--- src/rtl/imm_rotate_encoder_if.sv ---
// Start/done handshake and result bus for the immediate-operand encoder.
// The requester drives start/value; the encoder returns status and the encoded field.
interface imm_rotate_encoder_if;
  logic        start;
  logic [31:0] value;
  logic        busy;
  logic        done;
  logic        valid;
  logic        inverted;
  logic [11:0] shift_operand;

  modport master (
    output start, value,
    input  busy, done, valid, inverted, shift_operand
  );

  modport slave (
    input  start, value,
    output busy, done, valid, inverted, shift_operand
  );
endinterface

--- src/rtl/imm_rotate_encoder.sv ---
// Iterative search for {rotate_imm, eight_immed} reproducing a 32-bit constant,
// trying the value itself first and its complement second at each rotate.
module imm_rotate_encoder (
  input  logic                 clk,
  input  logic                 rst,
  imm_rotate_encoder_if.slave  bus
);
  typedef enum logic [1:0] {IDLE, SEARCH, DONE} state_t;

  state_t      r_state;
  logic [3:0]  r_rot;
  logic [31:0] r_v;
  logic        r_valid;
  logic        r_inv;
  logic [11:0] r_shop;

  logic [31:0] w_cand_dir;
  logic [31:0] w_cand_inv;
  logic        w_fit_dir;
  logic        w_fit_inv;

  // Rotate left by 2*r: upper half of the doubled word shifted left.
  function automatic logic [31:0] rol2r(input logic [31:0] x, input logic [3:0] r);
    logic [63:0] t;
    t = {x, x} << {r, 1'b0};
    return t[63:32];
  endfunction

  assign w_cand_dir = rol2r(r_v, r_rot);
  assign w_cand_inv = rol2r(~r_v, r_rot);
  assign w_fit_dir  = (w_cand_dir[31:8] == 24'd0);
  assign w_fit_inv  = (w_cand_inv[31:8] == 24'd0);

  always_ff @(posedge clk) begin
    if (rst) begin
      r_state <= IDLE;
      r_rot   <= 4'd0;
      r_v     <= 32'd0;
      r_valid <= 1'b0;
      r_inv   <= 1'b0;
      r_shop  <= 12'h000;
    end else begin
      case (r_state)
        IDLE: begin
          if (bus.start) begin
            r_v     <= bus.value;
            r_rot   <= 4'd0;
            r_valid <= 1'b0;
            r_inv   <= 1'b0;
            r_state <= SEARCH;
          end
        end
        SEARCH: begin
          if (w_fit_dir) begin
            r_shop  <= {r_rot, w_cand_dir[7:0]};
            r_valid <= 1'b1;
            r_inv   <= 1'b0;
            r_state <= DONE;
          end else if (w_fit_inv) begin
            r_shop  <= {r_rot, w_cand_inv[7:0]};
            r_valid <= 1'b1;
            r_inv   <= 1'b1;
            r_state <= DONE;
          end else if (r_rot == 4'd15) begin
            r_shop  <= 12'h000;
            r_valid <= 1'b0;
            r_inv   <= 1'b0;
            r_state <= DONE;
          end else begin
            r_rot <= r_rot + 4'd1;
          end
        end
        DONE:    r_state <= IDLE;
        default: r_state <= IDLE;
      endcase
    end
  end

  assign bus.busy          = (r_state == SEARCH);
  assign bus.done          = (r_state == DONE);
  assign bus.valid         = r_valid;
  assign bus.inverted      = r_inv;
  assign bus.shift_operand = r_shop;
endmodule

--- src/flat_wrapper.sv ---
// flat-port wrapper written by rule: the top's interface ports become plain ports
module imm_rotate_encoder_flat 
  (clk, rst, bus_start, bus_value, bus_busy, bus_done, bus_valid, bus_inverted, bus_shift_operand);
  imm_rotate_encoder_if bus_i ();
  input  logic clk;
  input  logic rst;
  input wire logic [$bits(bus_i.start)-1:0] bus_start;
  input wire logic [$bits(bus_i.value)-1:0] bus_value;
  output wire logic [$bits(bus_i.busy)-1:0] bus_busy;
  output wire logic [$bits(bus_i.done)-1:0] bus_done;
  output wire logic [$bits(bus_i.valid)-1:0] bus_valid;
  output wire logic [$bits(bus_i.inverted)-1:0] bus_inverted;
  output wire logic [$bits(bus_i.shift_operand)-1:0] bus_shift_operand;
  assign bus_i.start = bus_start;
  assign bus_i.value = bus_value;
  assign bus_busy = bus_i.busy;
  assign bus_done = bus_i.done;
  assign bus_valid = bus_i.valid;
  assign bus_inverted = bus_i.inverted;
  assign bus_shift_operand = bus_i.shift_operand;
  imm_rotate_encoder u_core (.clk(clk), .rst(rst), .bus(bus_i));
endmodule
--- config.mk ---
export PLATFORM = sky130hd
export DESIGN_NAME = imm_rotate_encoder_flat
export DESIGN_NICKNAME = d
export VERILOG_FILES = /design/src/rtl/imm_rotate_encoder_if.sv /design/src/rtl/imm_rotate_encoder.sv /design/src/flat_wrapper.sv
export SDC_FILE = /design/constraint.sdc
export NUM_CORES = 1
export LEC_CHECK = 0
export ABC_AREA = 1
export CORE_MARGIN = 2
export CORE_UTILIZATION = 51
export CTS_CLUSTER_DIAMETER = 40
export DETAILED_ROUTE_END_ITERATION = 10
export GPL_ROUTABILITY_DRIVEN = 0
export PLACE_DENSITY = 0.82
export SYNTH_ARGS = -nofsm -noshare
export SYNTH_HDL_FRONTEND = slang
export SYNTH_SLANG_ARGS = --single-unit
--- constraint.sdc ---
create_clock -name clk -period 2.29 [get_ports clk]
set_clock_uncertainty 0.1 [all_clocks]
set_input_delay 0.458 -clock clk [delete_from_list [all_inputs] [get_ports clk]]
set_output_delay 0.458 -clock clk [all_outputs]
set_load 0.03 [all_outputs]
---- Word-level counts from Yosys, hierarchy flattened ----
Index checks and enable logic that the tools add are counted.
word-level totals
  flip-flop bits (word level) ............. 52
  input port bits ......................... 35
operators by class
  multiplexer cells ....................... 20
  shift operators ......................... 2
  $add $sub $neg .......................... 1
  equal/unequal tests ..................... 8
  reduce and logical (&&, ||, !) cells .... 10
  bitwise logic cells ..................... 1
operator list
  kind                   count
  $shl A64 B5 Y64        2
  $logic_not A24 Y1      2
  $mux W12               3
  $not A32 Y32           1
  $mux W4                4
  $mux W2                4
  $ne A2 B2 Y1 const B   4
  $pmux W4 S2            1
  $reduce_and A2 Y1      3
  $mux W1                5
  $reduce_and A5 Y1      1
  $add A4 B1 Y4 const B  1
  $eq A4 B4 Y1 const B   1
  $ne A4 B1 Y1 const B   1
  $pmux W1 S2            2
  $pmux W2 S2            1
  $reduce_and A3 Y1      1
  $reduce_bool A3 Y1     1
  $eq A2 B1 Y1 const B   1
  $eq A2 B2 Y1 const B   1
  $logic_not A2 Y1       1
  $reduce_bool A2 Y1     1

---- Depth between registers and ports, before layout ----
  word-level depth ........................ 6
  depth in mapped cells ................... 19

---- Least setup slack after synthesis ----
OpenSTA, ideal clock, no wires.
  kind .................................... register to register
  start ................................... register u_core.r_rot[0]
  end ..................................... register u_core.r_shop[0], in the netlist u_core.bus.shift_operand[0]
  setup slack ............................. 0.135 ns
  required time ........................... 2.077 ns
  data arrival time ....................... 1.942 ns
  cell stages (with the launch flop) ...... 19
  cells stage by stage .................... dfxtp_1 -> buf_6 -> inv_4 -> buf_6 -> nand2_1 -> nand3_1 -> nand3_1 -> nand3_1 -> nand2_1 -> nand2_1 -> nor2_1 -> nand2_1 -> nor2_2 -> nand2_4 -> nand3_4 -> nand2_4 -> buf_6 -> nor2_1 -> nor2_1
on the way
  longest elaborated chain between the ends .. 4
  elaborated cells between the ends (all ways) .. 9
ends and longest elaborated chain
  what                                                      RTL line                                            text
  from (decl)                                               imm_rotate_encoder.sv:11                            logic [3:0] r_rot;
  from (signal assigned)                                    imm_rotate_encoder.sv:70                            r_rot <= r_rot + 4'd1;
  $shl A64 B5 Y64                                           imm_rotate_encoder.sv:25                            t = {x, x} << {r, 1'b0};
  $logic_not A24 Y1, on equally long branches               imm_rotate_encoder.sv:32, imm_rotate_encoder.sv:31
  $reduce_bool A3 Y1 (no line) or $mux W12 (tied branches)  n/a
  $reduce_and A2 Y1 (no line) or $mux W12 (tied branches)   n/a
  to (signal assigned)                                      imm_rotate_encoder.sv:55                            r_shop <= {r_rot, w_cand_dir[7:0]};
  to (signal assigned)                                      imm_rotate_encoder.sv:60                            r_shop <= {r_rot, w_cand_inv[7:0]};
  to (decl)                                                 imm_rotate_encoder.sv:15                            logic [11:0] r_shop;
Several ways; a longest one is shown, not always the timed one.
A chain may end at the register's enable or synchronous reset.

---- Final worst setup path ----
  start ................................... register u_core.r_rot[0]
  end ..................................... register u_core.r_inv, in the netlist u_core.bus.inverted
on the way
  longest elaborated chain between the ends .. 5
  elaborated cells between the ends (all ways) .. 10
ends and longest elaborated chain
  what                  RTL line                  text
  $shl A64 B5 Y64       imm_rotate_encoder.sv:25
  $logic_not A24 Y1     imm_rotate_encoder.sv:32  assign w_fit_inv = (w_cand_inv[31:8] == 24'd0);
  $mux W1               imm_rotate_encoder.sv:59  end else if (w_fit_inv) begin
  $mux W1               imm_rotate_encoder.sv:54  if (w_fit_dir) begin
  $pmux W1 S2           imm_rotate_encoder.sv:43  case (r_state)
  to (signal assigned)  imm_rotate_encoder.sv:49  r_inv <= 1'b0;
  to (signal assigned)  imm_rotate_encoder.sv:57  r_inv <= 1'b0;
  to (signal assigned)  imm_rotate_encoder.sv:62  r_inv <= 1'b1;
  to (decl)             imm_rotate_encoder.sv:14  logic r_inv;
Several ways; a longest one is shown, not always the timed one.

==> flow_summary.toml <==
[status]
status = "finished with violations"
violations = "negative setup slack"

[power_and_ir_drop]
p_leak_nw = 2.27
power_switching_w = 0.00135
p_int_w = 0.00179
power.share.clock_pct = 18.2
comb_power_share_pct = 48.0
switching_share_pct = 43.1
ir_drop_mv = 0.491
seq_power_share_pct = 33.7
p_per_area_nw_per_um2 = 616

[route]
vias = 4779
wl_per_cell_um = 15.2
drt-initial-drc-count = 581
wl_um = 12300
ant_nets = 0
vias_per_cell = 5.92
firstDrtPassIters = 5
drc = 0

[timing]
setup_viol_count_final = 6
timing.fmax_mhz = 431
setup_ws_ps = -28.4
tightest_slew_ps = 365
finalCritPeriodShare_pct = 101
rsz0062_at_grt = "true"
finalMaxSlewViolations = 0
slew_headroom_pct = 75.7
hold_ws_ps = 364
min_period_ps = 2320
hold_viol = 0

[logic_synthesis]
seq_area_frac_synth_pct = 27.3
synthArstFlopShare_pct = 0
yosysWarnings = 0
ys_ff_latch = 52
synth-edff-count = 0
syn-cell-area_sq_um = 3810
synth_ff_type = "dfxtp_1"
synth_fp_nets = 696
syn_area_per_cell_sq_um = 5.77
syn_inst = 660
yosysUniqueCellTypes = 25

[clock_network]
cts_tree = "done"
cts_made_buffers = 5
clock_path_buffers = 2
clk_latency_ps = 320
clock-sinks = 52
htreeDepth = 2
cts_root_buffer = "clkbuf_8"
clkTransAtPathRegs_ps = 90

[min_path]
min-delay-start = "u_core.bus.shift_operand[11]$_SDFFE_PP0P_"
holdPathStages = 2
hold_end = "u_core.bus.shift_operand[11]$_SDFFE_PP0P_"
hold_path.class = "reg2reg"

[die]
die_area_sq_um = 8170
die_h_um = 90.4
io-pin-count = 51
initial_core_util_pct = 52.5
fp.dieW_um = 90.4
coreArea_sq_um = 7250
rows = 31

[global_route]
gr-total-overflow = 0
grt_pass1_vias = 4358
grt_max_degree = 44
antenna_found_initial = 0
grtUsageTotal_pct = 28.5
grt_first_pass_wirelength_um = 19500

[place]
dp_slack_ps = -87.8
dp_hpwl_um = 8490
io_buffers = 50

[final_layout]
drive_above_1_share_pct = 20.2
syn2layout_area_growth_pct = 33.8
nNetsFinal = 743
utilization_pct = 70.3
antenna_cells = 0

[critical_path]
worstPathMaxFanout = 11
r2r_start = "u_core.r_rot[0]$_SDFFE_PP0P_"
regToRegEndpoint = "u_core.bus.inverted$_SDFFE_PP0P_"
cp-end-kind = "flip-flop"
reg2reg_setup_slack_ps = -30
crit_required_ps = 2380
r2r_cells = 16
critPathKind = "reg2reg"
start_kind = "flip-flop"
crit_arrival_ps = 2410

[run]
cap_violations = 0
[logic make-up after synthesis]
group / share of synthesized area [%]
multiplexers: 1.84
AO/OA/AOI/OAI: 6.11
flip-flops: 27.3
adder cells (fa/ha/maj): 0.328
buffers and inverters: 8.38
AND/OR/NAND/NOR: 56.0
[worst max-delay path, stage by stage (launching register included)]
cell and delay (ps):
dfxtp_4 380, inv_6 90, clkbuf_16 160, nand2_1 70, nand3_1 150, nand3_1 130, nand3_1 120, nand2_2 80
nor2_1 90, nand2_1 90, nor2_1 140, nand3_2 120, nand3_4 160, buf_4 130, nand2_1 60, nand2_1 60
a21oi_1 60
[sequential cells by signal, indices dropped and copies added (netlist names)]
name and cells:
u_core.r_v 32, u_core.r_rot 4, u_core.bus.inverted 1, u_core.r_state 2, u_core.bus.valid 1, u_core.bus.shift_operand 12
[repair_timing]
action | CTS | global route
gates cloned | 0 | 1
pin swaps | 2 | 8
setup endpoints to repair | 18 | 20
buffers inserted | 3 | 0
hold buffers | 0 | 0
gates resized for setup | 14 | 87
[layout by cell type, fill, tap and decap left out]
cell type        instances
dfxtp_1                 50
inv_1                   22
clkinv_2                 2
nand2_1                143
clkinv_1                 2
ha_1                     1
nand2_2                 16
nand2_4                  1
mux2i_1                  7
nor2_2                   6
o21ai_0                 35
nor3_2                   1
clkbuf_8                 6
inv_6                    2
nand4_1                  6
nand2_8                  1
nand3_1                129
clkbuf_16                1
nor2_4                   1
nand3_2                 71
o31ai_1                  1
clkdlybuf4s50_1         49
nand3b_1                 1
nand3_4                  2
dfxtp_4                  2
buf_12                   7
a21oi_1                 10
buf_4                   24
nor2_1                 109
[cell type report]
| type | instances | area, sq um |
|---|---|---|
| Fill cell | 616 | 2160 |
| Timing Repair Buffer | 81 | 836 |
| Clock inverter | 2 | 13.8 |
| Inverter | 26 | 104 |
| Sequential cell | 52 | 1050 |
| Tap cell | 99 | 124 |
| Multi-Input combinational cell | 541 | 2890 |
| Clock buffer | 6 | 82.6 |
[metal layers]
metal  track usage, %  share of wire (%)
met1             37.7                 41
met5                0                  0
met4             10.5                3.9
met2             47.4                 47
met3             3.92                8.0
[power by group through the flow]
stage	registers, W	logic (W)	clock network, W
final	0.00106	0.00151	0.000572
after global routing	0.00107	0.00165	0.000617
after CTS	0.00105	0.00132	0.000576
after detailed placement	0.00107	0.00129	0
after global placement	0.00107	0.00126	0
after floorplan	0.00107	0.000900	0
[worst max path at each step]
| stage | end | startpoint | slack, ps | cells after the start |
|---|---|---|---|---|
| 3_5_place_dp | u_core.bus.shift_operand[1]$_SDFFE_PP0P_ | u_core.r_rot[0]$_SDFFE_PP0P_ | -90 | 17 |
| 3_3_place_gp | u_core.bus.shift_operand[1]$_SDFFE_PP0P_ | u_core.r_rot[0]$_SDFFE_PP0P_ | -50 | 16 |
| 5_1_grt | u_core.bus.shift_operand[7]$_SDFFE_PP0P_ | u_core.r_rot[0]$_SDFFE_PP0P_ | -200 | 17 |
| 4_1_cts | u_core.bus.inverted$_SDFFE_PP0P_ | u_core.r_rot[0]$_SDFFE_PP0P_ | 20 | 17 |
| 2_1_floorplan | u_core.bus.shift_operand[0]$_SDFFE_PP0P_ | u_core.r_rot[0]$_SDFFE_PP0P_ | 130 | 18 |
| 6_report | u_core.bus.inverted$_SDFFE_PP0P_ | u_core.r_rot[0]$_SDFFE_PP0P_ | -30 | 16 |
[synth_stat cells, types with 2 or more instances]
cell | instances | area (sq um)
a21oi_1 | 10 | 50.1
buf_1 | 7 | 26.3
buf_2 | 9 | 45.0
buf_4 | 4 | 30.0
buf_6 | 5 | 56.3
clkbuf_1 | 16 | 60.1
clkinv_1 | 2 | 7.51
dfxtp_1 | 52 | 1040
inv_1 | 22 | 82.6
mux2i_1 | 7 | 70.1
nand2_1 | 158 | 593
nand2_4 | 2 | 22.5
nand3_1 | 201 | 1010
nand4_1 | 6 | 37.5
nor2_1 | 115 | 432
o21ai_0 | 35 | 175
[per-stage QoR]
| stage | area (sq um) | TNS [ps] | total power [W] | std cells |
|---|---|---|---|---|
| CTS | 4680 | 0 | 0.00294 | 806 |
| floorplan | 3810 | 0 | 0.00197 | 660 |
| global route | 5100 | -2770 | 0.00333 | 807 |
| detailed placement | 4510 | -998 | 0.00236 | 795 |
| global placement | 4510 | -413 | 0.00233 | 795 |
| finish | 5100 | -107 | 0.00314 | 807 |
Note: power is estimated with default switching activity, not from simulation.
